<file path="config.mk">
export PLATFORM = sky130hd
export DESIGN_NAME = mul16_seq
export DESIGN_NICKNAME = d
export VERILOG_FILES = /design/src/rtl/mul16_seq.sv
export SDC_FILE = /design/constraint.sdc
export NUM_CORES = 1
export LEC_CHECK = 0
export CORE_MARGIN = 5
export CORE_UTILIZATION = 44
export CTS_CLUSTER_DIAMETER = 100
export DETAILED_ROUTE_END_ITERATION = 12
export PLACE_DENSITY = 0.76
export SLEW_MARGIN = 5
export SYNTH_ARGS = -nofsm -noshare
export SYNTH_HDL_FRONTEND = slang
export SYNTH_SLANG_ARGS = --single-unit
</file>
<file path="constraint.sdc">
create_clock -name clk -period 6.9 [get_ports clk]
set_input_delay 0.69 -clock clk [delete_from_list [all_inputs] [get_ports clk]]
set_output_delay 0.69 -clock clk [all_outputs]
set_load 0.02 [all_outputs]
</file>
<file path="src/rtl/mul16_seq.sv">
// Sequential unsigned 16x16->32 shift-and-add multiplier around one add16 instance.
// Optional build macro: MUL16_ZERO_SKIP_EN (zero operand finishes in one cycle).

module add16 (
    input  logic [15:0] a,
    input  logic [15:0] b,
    input  logic        cin,
    output logic [15:0] sum,
    output logic        cout
);
    logic [16:0] carry;

    assign carry[0] = cin;

    for (genvar i = 0; i < 16; i++) begin : g_fa
        assign sum[i]     = a[i] ^ b[i] ^ carry[i];
        assign carry[i+1] = (a[i] & b[i]) | (carry[i] & (a[i] ^ b[i]));
    end

    assign cout = carry[16];
endmodule

module mul16_seq (
    input  logic        clk,
    input  logic        reset,
    input  logic        start,
    input  logic [15:0] a,
    input  logic [15:0] b,
    output logic        busy,
    output logic        done,
    output logic [31:0] product
);
    typedef enum logic [1:0] {
        S_IDLE,
        S_RUN,
        S_DONE
    } state_t;

    state_t      state_q, state_d;
    logic [15:0] mcand_q, mcand_d;
    logic [15:0] acc_q, acc_d;
    logic [15:0] mq_q, mq_d;
    logic [4:0]  cnt_q, cnt_d;

    logic [15:0] add_sum;
    logic        add_cout;
    logic [15:0] step_s;
    logic        step_c;
    logic        accept;
    logic        zero_op;

    add16 u_add16 (
        .a    (acc_q),
        .b    (mcand_q),
        .cin  (1'b0),
        .sum  (add_sum),
        .cout (add_cout)
    );

    assign accept = start && (state_q != S_RUN);

`ifdef MUL16_ZERO_SKIP_EN
    assign zero_op = (a == '0) || (b == '0);
`else
    assign zero_op = 1'b0;
`endif

    always_ff @(posedge clk) begin
        if (reset) begin
            state_q <= S_IDLE;
            mcand_q <= '0;
            acc_q   <= '0;
            mq_q    <= '0;
            cnt_q   <= '0;
        end else begin
            state_q <= state_d;
            mcand_q <= mcand_d;
            acc_q   <= acc_d;
            mq_q    <= mq_d;
            cnt_q   <= cnt_d;
        end
    end

    always_comb begin
        state_d = state_q;
        case (state_q)
            S_IDLE, S_DONE: begin
                if (accept) state_d = zero_op ? S_DONE : S_RUN;
                else        state_d = S_IDLE;
            end
            S_RUN:   if (cnt_q == 5'd15) state_d = S_DONE;
            default: state_d = S_IDLE;
        endcase
    end

    always_comb begin
        busy = (state_q == S_RUN);
        done = (state_q == S_DONE);
    end

    // One iteration: conditional add, then the 33-bit {carry,sum,mq} shifts right by one.
    always_comb begin
        mcand_d = mcand_q;
        acc_d   = acc_q;
        mq_d    = mq_q;
        cnt_d   = cnt_q;
        step_c  = 1'b0;
        step_s  = acc_q;
        if (mq_q[0]) begin
            step_c = add_cout;
            step_s = add_sum;
        end
        if (accept) begin
            mcand_d = a;
            acc_d   = '0;
            mq_d    = zero_op ? '0 : b;
            cnt_d   = '0;
        end else if (state_q == S_RUN) begin
            acc_d = {step_c, step_s[15:1]};
            mq_d  = {step_s[0], mq_q[15:1]};
            cnt_d = cnt_q + 5'd1;
        end
    end

    assign product = {acc_q, mq_q};
endmodule
</file>
==> impl_results.md, run 1 <==
- Status: finished, final reports clean
- Share of the yosys chip area belonging to registers: 41.6%
- H-tree level count: 2
- Slew margin rel.: 22.2%
- Worst hold margin: 0.483 ns
- Final setup viols: 0
- Fmax: 0.150 GHz
- Worst skew pair latency: 0.31 ns
- WL final: 6030 um
- Via count of the first global-routing pass: 2122
- Final hold vios: 0
- CTS Hold Buffers Added: 0
- Place WS: 0.0703 ns
- Endpoint class of the critical path: register
- Dominant synthesized flop cell: dfxtp_1
- Post-synth EDFFs: 0
- Die Area: 7670 um2
- Top-count cell post-synth: dfxtp_1
- Total grt overflow: 0
- Post-DP HPWL: 4040 um
- DR iter-0 viols: 68
- Internal power: 0.478 mW
- Die height: 87.6 um
- Util after Layout: 57.6%
- Tot GR Track Use: 16.5%
- Worst Setup Path Type: register to register
- Reg2Reg Depth: 20
- DR WL/cell: 15.1 um
- Measured slew at the worst slew-check pin: 1.17 ns
- Synth Area in Adders: 12.8%
- Synth top area cells: dfxtp_1 (42%), fa_1 (11%), mux2i_1 (11%)
- Total number of vias: 2129
- CP startpoint kind: register
- Drt drc: 0
- Switching pwr: 0.199 mW
- Setup Total Neg Slack: 0 ns
- Syn avg cell area: 9.76 um2
- GP Congestion: 0.739
- Final Non-Filler Cells: 398
- Nets: 377
- Required time of the critical path: 7.12 ns
- CP max FO: 4
- Mapped cell area: 2650 um2
- Area delta synth->final: 28.1%
- Synth warn: 0
- Setup bufs post-CTS: 0
- Hold depth: 2
- Initial core utilization: 45.0%
- Compound-Gate Fraction of Synth Area: 17.0%
- Total iterations of the first detailed-routing run: 4
- Layout Skew: 0.00909 ns
- Post-synth top cells: dfxtp_1 (55), nor2_1 (33), a211oi_1 (32), mux2i_1 (30), a21oi_1 (20)
- Final Max Tran Viols: 0
- Switching share of power: 29.4%
- IO buf count: 68
- Worst endpoint data arrival time: 6.89 ns
- Num rows: 28
- CTS tree: built
- Clock share of power: 25.1%
- Fill count: 529
- Tmin final: 6.68 ns
- Clock Sinks: 55
- Combinational family with the most area after synthesis: compound AO/OA/AOI/OAI gates
- Antenna viol nets, final: 0
- Mapped Nets: 324
- Hold Crit Class: register to register
- Core ar.: 5890 um2
- Pin count of the biggest net entering global routing: 58
- CTS Buf Count: 5
- FF-to-FF setup slack: 0.22 ns
- Sequential Power Share: 53.5%
- Xor-xnor portion of the synthesized cell area: 0.662%
- Leak Pwr: 1.29 nW
- Slack of the critical path: 0.225 ns
- Mux contribution to synthesized area: 11.3%
- Clk root buf: clkbuf_8
- Clk slew on worst S/H paths: 0.10 ns
- First-pass GRT wire length: 10100 um
- Register bit total from synthesis: 55
- Cells after Synth: 271
- RSZ-0062 raised after global routing: no
- Antenna violations before repair: 0
- Top cell type's share of synthesized area: 41.6%
- Die X: 87.6 um
- Synth unique cells: 30
- Inst Count DP: 392
- Share of cells above drive strength 1: 4.02%
- PwrDens: 200 nW/um2
- FFs w/ async S/R, synth: 0%
- Fin crit share: 96.7%
- IR Drop Worst-Case VDD: 0.0000911 V
- Leading area contributor after synthesis: dfxtp_1
- IO Count: 69
- CTS max path bufs: 2
- Simple-gate share of the synthesized area: 10.9%
- Max-cap violation count: 0
- Comb power frac: 21.4%
- Vias per cell: 5.35
- Diode count: 0
cell usage in the layout (no fill, tap or decap):
master and instances:
a21oi_1 20, o22a_1 1, o21ai_1 1, a211oi_1 32, clkbuf_8 5, inv_2 1, o21ai_0 16, inv_1 6
or3_1 1, buf_4 2, fa_1 12, clkbuf_1 1, a21o_1 1, nor2b_1 1, nand3b_1 1, dfxtp_2 1
ha_1 3, and3_1 1, xor2_1 1, nand2_1 5, xnor2_1 1, nor2_1 33, nor3b_1 1, nand3_1 18
and2b_1 1, dfxtp_1 54, mux2i_1 30, clkdlybuf4s50_1 68, nand2b_4 1, fa_2 3, o211ai_1 1
power groups by stage:
| stage | clock [mW] | combinational (mW) | sequential (mW) |
|---|---|---|---|
| after floorplan | 0 | 0.0750 | 0.378 |
| after global placement | 0 | 0.142 | 0.369 |
| after detailed placement | 0 | 0.145 | 0.369 |
| after CTS | 0.172 | 0.146 | 0.363 |
| after global routing | 0.187 | 0.159 | 0.367 |
| final | 0.170 | 0.145 | 0.363 |
critical path, stage by stage, from the launching register on:
cell	delay, ns
dfxtp_2	0.35
ha_1	0.20
fa_1	0.39
fa_2	0.36
fa_1	0.39
fa_1	0.39
fa_1	0.40
fa_1	0.39
fa_1	0.39
fa_1	0.39
fa_1	0.40
fa_2	0.36
fa_2	0.35
fa_1	0.37
inv_1	0.07
fa_1	0.15
inv_1	0.04
fa_1	0.38
fa_1	0.49
mux2i_1	0.07
a211oi_1	0.24
path summary, 6_finish.rpt:
kind                     from          end
setup / recovery     acc_q[0]    acc_q[14]
hold / removal    mcand_q[13]  mcand_q[13]
setup reg to reg     acc_q[0]    acc_q[14]
hold reg to reg   mcand_q[13]  mcand_q[13]
cells by family after synthesis:
kind of cell | count (synthesis)
compound gates | 72
simple gates | 63
flops | 55
buf+inv | 31
mux | 30
fa+ha+maj | 18
xor+xnor | 2
registers in the layout (all words and copies together), names as in the netlist:
signal	flops
acc_q	16
cnt_q	5
mcand_q	16
mq_q	16
state_q	2
area by class of cell:
class	count	area, um2	share of cell area, %
clock buffer	6	72.6	2.14
inverter	7	26.3	0.775
multi-input combinational	185	1400	41.3
sequential	55	1100	32.5
tap	75	93.8	2.77
timing repair buffer	70	696	20.5
timing repair:
item | CTS | global route
endpoints found under the hold margin | 0 | 0
setup endpoints to repair | 0 | 1
gates resized for setup | 0 | 4
routing by layer:
metal / vias to the layer above / wire length [um] / global-route usage [%]
met2: 60 / 2600 / 25.2
met3: 6 / 506 / 5.93
met4: 0 / 64 / 4.46
met5: - / 0 / 0
li1: 1057 / - / -
met1: 1006 / 2860 / 22.3
per-stage QoR:
stage	cell area, um2	power (mW)
after floorplan	2650	0.453
after global placement	3310	0.511
after detailed placement	3310	0.514
after CTS	3380	0.680
after global routing	3390	0.713
final	3390	0.677
(Power assumes the default switching activity.)
==> inputs of run 2 (changes only) <==
--- a/config.mk
+++ b/config.mk
@@ -9,6 +9,7 @@
 export CORE_UTILIZATION = 44
 export CTS_CLUSTER_DIAMETER = 100
 export DETAILED_ROUTE_END_ITERATION = 12
+export HOLD_SLACK_MARGIN = 0.02
 export PLACE_DENSITY = 0.76
 export SLEW_MARGIN = 5
 export SYNTH_ARGS = -nofsm -noshare
==> results of run 2 <==
Same layout as run 1: the final DEF is identical, and so are final timing and power.
==> RTL edit, RTL diff (settings of run 2) <==
Add a define of `MUL16_ZERO_SKIP_EN`.
--- a/src/rtl/mul16_seq.sv
+++ b/src/rtl/mul16_seq.sv
@@ -2,2 +2,4 @@
 // Optional build macro: MUL16_ZERO_SKIP_EN (zero operand finishes in one cycle).
+
+`define MUL16_ZERO_SKIP_EN
 
Formal check against the unedited RTL: not equivalent (Yosys sat finds a counterexample within 4 cycles, from zero or initial values and one cycle with reset high).
==> RTL edit against run 2 <==
- sequential cell count is the same
- power grew 2.4%
- sequential power is essentially flat
- worst setup slack gained 33 ps
- wire length grew 7.9%
- sequential share of layout area shrank 1.0 points
- critical path depth is the same
- die area grew 3.9%
- cell area grew 3.1%
- clock power grew 4%
- via count grew 9.5%
- synthesized area grew 4.3%
- count of clock-buffer cells in the layout is the same
- critical endpoint unchanged
==> RTL edit: results (changes against run 2) <==
INFO  metric clock_tree_area_fraction = 0.0250 (was 0.0214)
INFO  metric outcome = finished clean (unchanged)
INFO  metric post_dp_cell_area = 3400 µm² (was 3310 µm²)
INFO  metric wire_per_inst = 15.2 µm (was 15.1 µm)
INFO  metric diodes = 0 (unchanged)
INFO  metric peakVddDrop = 0.102 mV (was 0.0911 mV)
INFO  metric met3RoutedLength = 234 µm (was 506 µm)
INFO  metric global_route.usage.met2 = 0.285 (was 0.252)
INFO  metric fraction_of_layout_instances_using_a_drive_strength_above_1 = 0.0482 (was 0.0402)
INFO  metric max_slew.worst_pin.slew = 1130 ps (was 1170 ps)
INFO  metric final_nets = 406 (was 377)
INFO  metric p_leak = 1.26 nW (was 1.29 nW)
INFO  metric num_sequential = 55 (unchanged)
INFO  metric drt-met1-wl = 2.86 mm (about the same)
INFO  metric layout.nonclk_buf_frac = 0.199 (was 0.205)
INFO  metric num-fill-cells = 550 (was 529)
INFO  metric synthToLayoutAreaGrowth = 26.6% (was 28.1%)
INFO  metric routabilityCongestion = 0.798 (was 0.739)
INFO  metric grt_pass1_wl = 11.0 mm (was 10.1 mm)
INFO  metric gr-usage-met1 = 0.236 (was 0.223)
INFO  metric nMultiInputCombCells = 215 (was 185)
INFO  metric synth_cell_types = 32 (was 30)
INFO  metric syn-mean-instance-area = 9.17 µm² (was 9.76 µm²)
INFO  metric gr-usage-met3 = 0.0341 (was 0.0593)
INFO  metric final.signal_inverter_count = 6 (was 7)
INFO  metric dp_cells = 421 (was 392)
INFO  metric post-place-ws = 127 ps (was 70.3 ps)
INFO  metric number_of_nets_produced_by_synthesis = 354 (was 324)
INFO  metric rr_worst_depth = 20 (unchanged)
INFO  metric final_min_period_over_clock_period = 0.963 (was 0.967)
INFO  metric hold_slack = 469 ps (was 483 ps)
INFO  metric r2r_setup_slack = 260 ps (was 220 ps)
INFO  metric synth.area.top_cells = dfxtp_1 40%, fa_1 11%, a21oi_1 9.1% (was dfxtp_1 42%, fa_1 11%, mux2i_1 11%)
INFO  metric die_span_x = 89.2 µm (was 87.6 µm)
INFO  metric synth.yosys.seq_area_share = 0.399 (was 0.416)
INFO  metric routed_wire_length_on_met2 = 3.34 mm (was 2.60 mm)
INFO  metric num_vias = 2332 (was 2129)
INFO  metric critical-path-max-stage-delay = 490 ps (about the same)
INFO  metric wl = 6.50 mm (was 6.03 mm)
INFO  metric largest_net_degree_at_the_start_of_global_routing = 67 (was 58)
INFO  metric finalClockSkew = 2.39 ps (was 9.09 ps)
INFO  metric sh_seq_area = 0.315 (was 0.325)
INFO  metric grt_usage = 0.175 (was 0.165)
INFO  metric min_delay_worst_endpoint = mcand_q[0] (was mcand_q[13])
INFO  metric leading_cell_types_by_count_after_synthesis = 55 x dfxtp_1, 50 x a21oi_1, 37 x nand2_1 (was 55 x dfxtp_1, 33 x nor2_1, 32 x a211oi_1)
INFO  metric multi_input_area_share = 0.428 (was 0.413)
INFO  metric worstHoldStart = mcand_q[0] (was mcand_q[13])
INFO  metric detailedRoute.firstIterationViolations = 103 (was 68)
INFO  metric dp_hpwl = 4.74 mm (was 4.04 mm)
-- RTL edit: cell count changes in the layout (fill, tap and decap cells not counted), sizes merged, moves of 9 or more --
cell / run 2 / this run
nand3: 18 / 1
a21oi: 20 / 50
a211oi: 32 / 17
nor4: 0 / 9
nand2: 5 / 38
nor2: 33 / 21
o21ai: 17 / 0
nor3b: 1 / 15
nand4: 0 / 18
mux2i: 30 / 14
-- RTL edit: cells by family after synthesis --
group | after synthesis | share of synthesized area
compound gates | 70 | 0.145
xor+xnor | 3 | 0.00952
fa+ha+maj | 18 | 0.122
buf+inv | 31 | 0.0612
flops | 55 | 0.399
mux | 14 | 0.0507
simple gates | 110 | 0.213
-- RTL edit: report_power, final --
| part | internal (mW) | leakage [nW] | switching [mW] |
|---|---|---|---|
| combinational | 0.0729 | 0.762 | 0.0831 |
| sequential | 0.339 | 0.450 | 0.0230 |
| clock | 0.0790 | 0.0470 | 0.0967 |
| total | 0.491 | 1.26 | 0.203 |
